[src/rtl/pipe_ctrl_pkg.sv]
// Shared types and default widths for the pipeline stall/flush controller.
package pipe_ctrl_pkg;

    localparam int REG_W = 5;
    localparam int CNT_W = 16;

    typedef enum logic {
        RUN     = 1'b0,
        MD_WAIT = 1'b1
    } state_t;

endpackage

[src/rtl/pipe_ctrl_hazard_detect.sv]
// Load-use comparator: flags a D-stage source that needs a load still in X.
module hazard_detect #(
    parameter int REG_W = 5
) (
    input  logic             dx_is_load,
    input  logic [REG_W-1:0] dx_rd,
    input  logic [REG_W-1:0] fd_rs1,
    input  logic [REG_W-1:0] fd_rs2,
    output logic             hazard
);

    logic rd_nonzero;
    logic rs_match;

    // x0 is hardwired to zero, so a load targeting it never creates a dependency
    always_comb begin
        rd_nonzero = (dx_rd != '0);
        rs_match   = (dx_rd == fd_rs1) || (dx_rd == fd_rs2);
        hazard     = dx_is_load && rd_nonzero && rs_match;
    end

endmodule

[src/rtl/pipe_ctrl.sv]
// Pipeline controller: multdiv wait FSM, branch squash, load-use bubble, stall counter.
module pipe_ctrl #(
    parameter int REG_W = pipe_ctrl_pkg::REG_W,
    parameter int CNT_W = pipe_ctrl_pkg::CNT_W
) (
    input  logic             clk,
    input  logic             reset,
    input  logic [REG_W-1:0] fd_rs1,
    input  logic [REG_W-1:0] fd_rs2,
    input  logic [REG_W-1:0] dx_rd,
    input  logic             dx_is_load,
    input  logic             dx_is_multdiv,
    input  logic             branch_taken,
    input  logic             multdiv_ready,
    output logic             pc_en,
    output logic             fd_en,
    output logic             dx_en,
    output logic             xm_en,
    output logic             mw_en,
    output logic             fd_flush,
    output logic             dx_flush,
    output logic             xm_flush,
    output logic             md_start,
    output logic             md_busy,
    output logic [CNT_W-1:0] stall_count
);

    import pipe_ctrl_pkg::*;

    state_t           state_q, state_d;
    logic [CNT_W-1:0] stall_q, stall_d;
    logic             load_use;

    hazard_detect #(
        .REG_W(REG_W)
    ) u_hazard_detect (
        .dx_is_load(dx_is_load),
        .dx_rd     (dx_rd),
        .fd_rs1    (fd_rs1),
        .fd_rs2    (fd_rs2),
        .hazard    (load_use)
    );

    always_ff @(posedge clk or negedge reset) begin
        if (!reset) begin
            state_q <= RUN;
            stall_q <= '0;
        end else begin
            state_q <= state_d;
            stall_q <= stall_d;
        end
    end

    always_comb begin
        state_d  = state_q;
        pc_en    = 1'b1;
        fd_en    = 1'b1;
        dx_en    = 1'b1;
        xm_en    = 1'b1;
        mw_en    = 1'b1;
        fd_flush = 1'b0;
        dx_flush = 1'b0;
        xm_flush = 1'b0;
        md_start = 1'b0;
        md_busy  = 1'b0;

        case (state_q)
            RUN: begin
                if (dx_is_multdiv) begin
                    // start pulse is masked during reset so the unit never launches
                    md_start = reset;
                    pc_en    = 1'b0;
                    fd_en    = 1'b0;
                    dx_en    = 1'b0;
                    xm_flush = 1'b1;
                    state_d  = MD_WAIT;
                end else if (branch_taken) begin
                    fd_flush = 1'b1;
                    dx_flush = 1'b1;
                end else if (load_use) begin
                    pc_en    = 1'b0;
                    fd_en    = 1'b0;
                    dx_flush = 1'b1;
                end
            end
            MD_WAIT: begin
                md_busy = 1'b1;
                // on the ready cycle everything advances so the result lands in M
                if (multdiv_ready) begin
                    state_d = RUN;
                end else begin
                    pc_en    = 1'b0;
                    fd_en    = 1'b0;
                    dx_en    = 1'b0;
                    xm_flush = 1'b1;
                end
            end
            default: state_d = RUN;
        endcase

        stall_d = stall_q;
        if (!pc_en && (stall_q != '1)) begin
            stall_d = stall_q + CNT_W'(1);
        end
    end

    assign stall_count = stall_q;

endmodule

[config.mk]
export PLATFORM = sky130hd
export DESIGN_NAME = pipe_ctrl
export DESIGN_NICKNAME = d
export VERILOG_FILES = /design/src/rtl/pipe_ctrl_pkg.sv /design/src/rtl/pipe_ctrl_hazard_detect.sv /design/src/rtl/pipe_ctrl.sv
export SDC_FILE = /design/constraint.sdc
export NUM_CORES = 1
export LEC_CHECK = 0
export CORE_MARGIN = 1
export CORE_UTILIZATION = 27
export DETAILED_ROUTE_END_ITERATION = 12
export MAX_ROUTING_LAYER = met4
export PLACE_DENSITY = 0.55
export SLEW_MARGIN = 10
export SYNTH_ARGS = -nofsm -noshare
export SYNTH_HDL_FRONTEND = slang
export SYNTH_SLANG_ARGS = --single-unit
[constraint.sdc]
create_clock -name clk -period 3.8 [get_ports clk]
set_clock_uncertainty 0.05 [all_clocks]
set_input_delay 1.14 -clock clk [delete_from_list [all_inputs] [get_ports clk]]
set_output_delay 1.14 -clock clk [all_outputs]
set_load 0.005 [all_outputs]
Word-level counts from Yosys, hierarchy flattened
Cells that the tools add are included.
{"block": "word_totals", "out_inout_bits": 26, "regBits": 17, "elab_cells": 33, "inputBits": 21}
{"block": "op_classes", "n_addsub": 1, "mux": 20, "n_reduce_logical": 6, "bitwise": 1, "n_eq_ne": 3}
{"operator": "2-to-1 mux 1 bit", "n": 17}
{"operator": "adder 16 x 1 -> 16 bit, second input constant", "n": 1}
{"operator": "inequality test 16 bit, second input constant", "n": 1}
{"operator": "equality test 5 bit", "n": 2}
{"operator": "one-hot mux 1 bit (2 select lines)", "n": 3}
{"operator": "nonzero test 5 bit", "n": 1}
{"operator": "logical AND 1 bit", "n": 3}
{"operator": "zero test 1 bit", "n": 1}
{"operator": "logical OR 1 bit", "n": 1}
{"operator": "NOT 1 bit", "n": 1}

Depth between registers and ports, before layout
{"block": "depth", "ltp_word": 9, "depth_mapped": 7, "ltp_nobuf": 6}

Modules after synthesis
Synthesis repeated with hierarchy kept, for this count alone.
{"block": "hier_totals", "cells_unflattened": 111, "hier_area_um2": 1093.5}
{"module": "pipe_ctrl", "seq_area_each_um2": 425.4, "cells_each": 94, "instances": 1, "area_per_inst_um2": 968.4}
{"module": "hazard_detect", "seq_area_each_um2": 0.0, "cells_each": 17, "instances": 1, "area_per_inst_um2": 125.1}

Worst setup path after synthesis
No wires, ideal clock.
{"block": "synth_timing", "kind": "input to output", "from": "input port dx_rd[0]", "to": "output port pc_en", "path_buffers": 2, "arrival_time_ns": 2.485, "required_time_ns": 2.610, "setup_slack_ns": 0.125, "cell_stages": 6, "path_cell_list": "or4_1 o21ai_0 o41ai_4 buf_2 inv_1 buf_4"}
{"block": "synth_via", "elab_chain_len": 7, "word_cells_on_any_way": 10, "cone_classes": "eq/ne: 2; mux: 4; reduce/logical: 4"}
{"item": "start: declaration", "line_no": "pipe_ctrl.sv:10", "text": "input logic [REG_W-1:0] dx_rd,"}
{"item": "equality test 5 bit / nonzero test 5 bit (equally long branches)", "line_no": "pipe_ctrl_hazard_detect.sv:18, pipe_ctrl_hazard_detect.sv:17"}
{"item": "logical OR 1 bit / logical AND 1 bit (equally long branches)", "line_no": "pipe_ctrl_hazard_detect.sv:18, pipe_ctrl_hazard_detect.sv:19"}
{"item": "logical AND 1 bit *", "line_no": "pipe_ctrl_hazard_detect.sv:19", "text": "hazard = dx_is_load && rd_nonzero && rs_match;"}
{"item": "2-to-1 mux 1 bit * (3 in series)"}
{"item": "one-hot mux 1 bit (2 select lines) *"}
{"item": "end: declaration", "line_no": "pipe_ctrl.sv:15", "text": "output logic pc_en,"}
Every way passes the cells marked *; elsewhere a longest branch is shown, timed or not.

Worst setup path in the final report
{"block": "layout_timing", "from": "input port dx_rd[3]", "to": "output port dx_flush"}
{"block": "layout_via", "elab_chain_len": 7, "word_cells_on_any_way": 10, "cone_classes": "eq/ne: 2; mux: 4; reduce/logical: 4"}
{"item": "equality test 5 bit / nonzero test 5 bit (equally long branches)", "line_no": "pipe_ctrl_hazard_detect.sv:18, pipe_ctrl_hazard_detect.sv:17"}
{"item": "logical OR 1 bit / logical AND 1 bit (equally long branches)", "line_no": "pipe_ctrl_hazard_detect.sv:18, pipe_ctrl_hazard_detect.sv:19"}
{"item": "logical AND 1 bit *", "line_no": "pipe_ctrl_hazard_detect.sv:19"}
{"item": "2-to-1 mux 1 bit *", "line_no": "pipe_ctrl.sv:80", "text": "end else if (load_use) begin"}
{"item": "2-to-1 mux 1 bit *", "line_no": "pipe_ctrl.sv:77", "text": "end else if (branch_taken) begin"}
{"item": "2-to-1 mux 1 bit *", "line_no": "pipe_ctrl.sv:69", "text": "if (dx_is_multdiv) begin"}
{"item": "2-to-1 mux 1 bit *", "line_no": "pipe_ctrl.sv:67", "text": "case (state_q)"}
{"item": "end: declaration", "line_no": "pipe_ctrl.sv:21", "text": "output logic dx_flush,"}
Marked as above.

==> flow_summary.json <==
{
  "grt_overflow": 0,
  "met3_usage_pct": 3.75,
  "synthMuxAreaShare_pct": 2.39,
  "coreArea_um2": 3690,
  "grt_pass1_vias": 917,
  "syn_area_um2": 1050,
  "met2_usage_pct": 22.1,
  "hold_buffers": 0,
  "fin_crit_sh_pct": 97.4,
  "synthCells": 105,
  "grt_pass1_wl_mm": 4.46,
  "cp_max_fo": 3,
  "synth_compound_area_share_pct": 5.85,
  "num_antenna_cells": 0,
  "max_freq_mhz": 270,
  "required_ns": 2.61,
  "final_cell_area_um2": 1660,
  "reg2reg_depth": 6,
  "ys_async_sr_fraction_pct": 100,
  "io_buffers": 44,
  "rows": 22,
  "ios": 47,
  "drv_cap": 0,
  "vdd_drop_max_mv": 0.228,
  "hold_class": "register to register",
  "clock_sinks": 17,
  "synth-main-ff-cell": "dfrtp_1",
  "grt-busiest-layer": "met2",
  "first_pass_iters": 4,
  "antenna_found_initial": 0,
  "synth_area_per_cell_um2": 9.97,
  "yosys.area_share.simple_pct": 25.0,
  "cts_max_path_buffers": 2,
  "dieArea_um2": 4130,
  "p_per_area_nw_per_um2": 380,
  "start_util_pct": 28.4,
  "vias_per_cell": 4.65,
  "synth_cell_types": 30,
  "end_kind": "primary output",
  "cts_tree": "yes",
  "synth_edf_count": 0,
  "drive_above_1_share_pct": 16.4,
  "postRouteAntennaNets": 0,
  "yosys_warnings": 0,
  "crit_arrival_ns": 2.51,
  "die_h_um": 64.3,
  "crit_path_start_kind": "input port",
  "yosys.area_share.xor_xnor_pct": 20.1,
  "grt_use_total_pct": 14.1,
  "finalSetupViolCount": 0,
  "fin_nets": 182,
  "via_count": 962,
  "die_w_um": 64.3,
  "hold_viol": 0,
  "met1_usage_pct": 18.1,
  "pre_cts_slack_ns": -0.470,
  "wl_per_cell_um": 13.3,
  "path_class": "input port to primary output",
  "gp_congestion": 0.749,
  "drt-initial-drc-count": 29,
  "rsz0062_at_grt": "no",
  "synthToLayoutAreaGrowth_pct": 58.9,
  "post_dp_cell_area_um2": 1590,
  "synth_adder_area_share_pct": 1.19,
  "hpwl_mm": 2.02,
  "cts_buffers": 3,
  "drt_wl_total_mm": 2.76,
  "cts-root-buf": "clkbuf_8",
  "clk_pin_slew_worst_paths_ns": 0.07,
  "grt_max_degree": 18,
  "htree_levels": 1,
  "ys_seq_elements": 17,
  "synth_seq_area_share_pct": 40.6,
  "leakage_nw": 0.774,
  "setup_slack_ns": 0.0998,
  "min_period_ns": 3.70,
  "status": "finished clean",
  "clkLatencyLatePin_ns": 0.24,
  "route.detailed.drc": 0,
  "synth_top_family_by_area": "simple AND/OR/NAND/NOR gates",
  "holdPathStages": 1,
  "slew_viol_final": 0
}
cell type report:
class                      instances  area [um^2]
fill                             374         2020
inverter                           4         15.0
multi-input combinational         80          596
clock buffer                       4         45.0
timing repair buffer              54          523
tap                               48         60.1
sequential                        17          425
registers in the layout (all words and copies together) (netlist names):
register	cells
state_q	1
stall_count	16
layout by cell type (no fill, tap or decap):
cell type         n
nand2_1           2
or4_4             1
clkdlybuf4s50_1  26
a31oi_1           1
nor2_2            1
nand3_4           1
dlygate4sd2_1     2
nor3b_1           1
nand4_1           5
nor3_2            2
clkbuf_1          1
buf_2             1
o21ai_1           1
and2_1            1
o41ai_4           1
and3b_1           1
nand3_1          13
mux2i_1           1
nor4_1            1
dlymetal6s2s_1   10
clkbuf_2          2
and3_1            4
clkbuf_8          3
xnor2_1          13
conb_1            2
nor3_1            2
clkdlybuf4s15_1   3
o211a_1           1
buf_4            10
inv_1             4
a22oi_2           1
and2_4            2
dfrtp_1          17
mux2_4            1
xor2_1           11
nor2_1            7
a21oi_1           1
ha_1              1
or4_1             1
critical path, cell delays in order:
cell,delay [ns]
clkdlybuf4s15_1,0.22
buf_4,0.16
xor2_1,0.16
nor2_1,0.15
a22oi_2,0.10
buf_4,0.15
nor2_2,0.08
nor2_1,0.04
nor3_1,0.16
buf_2,0.14
where the power goes:
part	switching (mW)	leakage [nW]	internal, mW
logic	0.0859	0.528	0.148
registers	0.0474	0.223	0.217
clock network	0.0593	0.0228	0.0742
total	0.193	0.774	0.439
cell usage after synthesis, types with 2 or more instances:
master	n	area (um^2)
buf_2	2	10.0
dfrtp_1	17	425
inv_1	4	15.0
and3_1	4	25.0
buf_4	3	22.5
nand2_1	2	7.51
nand3_1	13	65.1
nand4_1	5	31.3
xor2_1	11	96.3
nor3_1	4	20.0
and2_4	2	17.5
nor2_1	8	30.0
xnor2_1	13	114
repair_timing:
item                                   in CTS  in global routing
setup buffers                               0                  1
endpoints found under the hold margin       0                  0
pin swaps                                   4                  9
gates resized for setup                    15                 18
gates cloned                                0                  0
setup endpoints to repair                   3                  3
kinds of logic after synthesis:
kind of cell | after synthesis
AND/OR/NAND/NOR | 45
other | 1
multiplexers | 2
AO/OA/AOI/OAI | 6
flip-flops | 17
adder cells (fa/ha/maj) | 1
XOR/XNOR | 24
buffers and inverters | 9
metrics by stage:
step | power (mW) | utilization, % | setup TNS, ns | std cells | hold slack [ns]
2_1_floorplan | 0.362 | - | 0 | 106 | 0.430
3_3_place_gp | 0.500 | 43.0 | -1.36 | 202 | 0.441
3_5_place_dp | 0.503 | 43.0 | -1.41 | 202 | 0.442
4_1_cts | 0.638 | 44.3 | -0.0883 | 206 | 0.453
5_1_grt | 0.670 | 45.1 | 0 | 207 | 0.483
6_report | 0.632 | 45.1 | 0 | 207 | 0.453
path summary, 6_finish.rpt:
check,from,to,slack [ns]
setup reg to reg,stall_count[3],stall_count[1],1.61
setup / recovery,dx_rd[3],dx_flush,0.1
max in group asynchronous,reset,stall_count[12],2.30
hold / removal,stall_count[11],stall_count[11],0.45
hold reg to reg,stall_count[11],stall_count[11],0.45
min in group asynchronous,reset,stall_count[5],1.22
metal layers:
metal | share of wire (%) | routed length (um)
met5 | 0 | 0
met4 | 0 | 0
met3 | 5.9 | 162
met2 | 49 | 1360
met1 | 45 | 1230
Note: power is estimated with default switching activity, not from simulation.
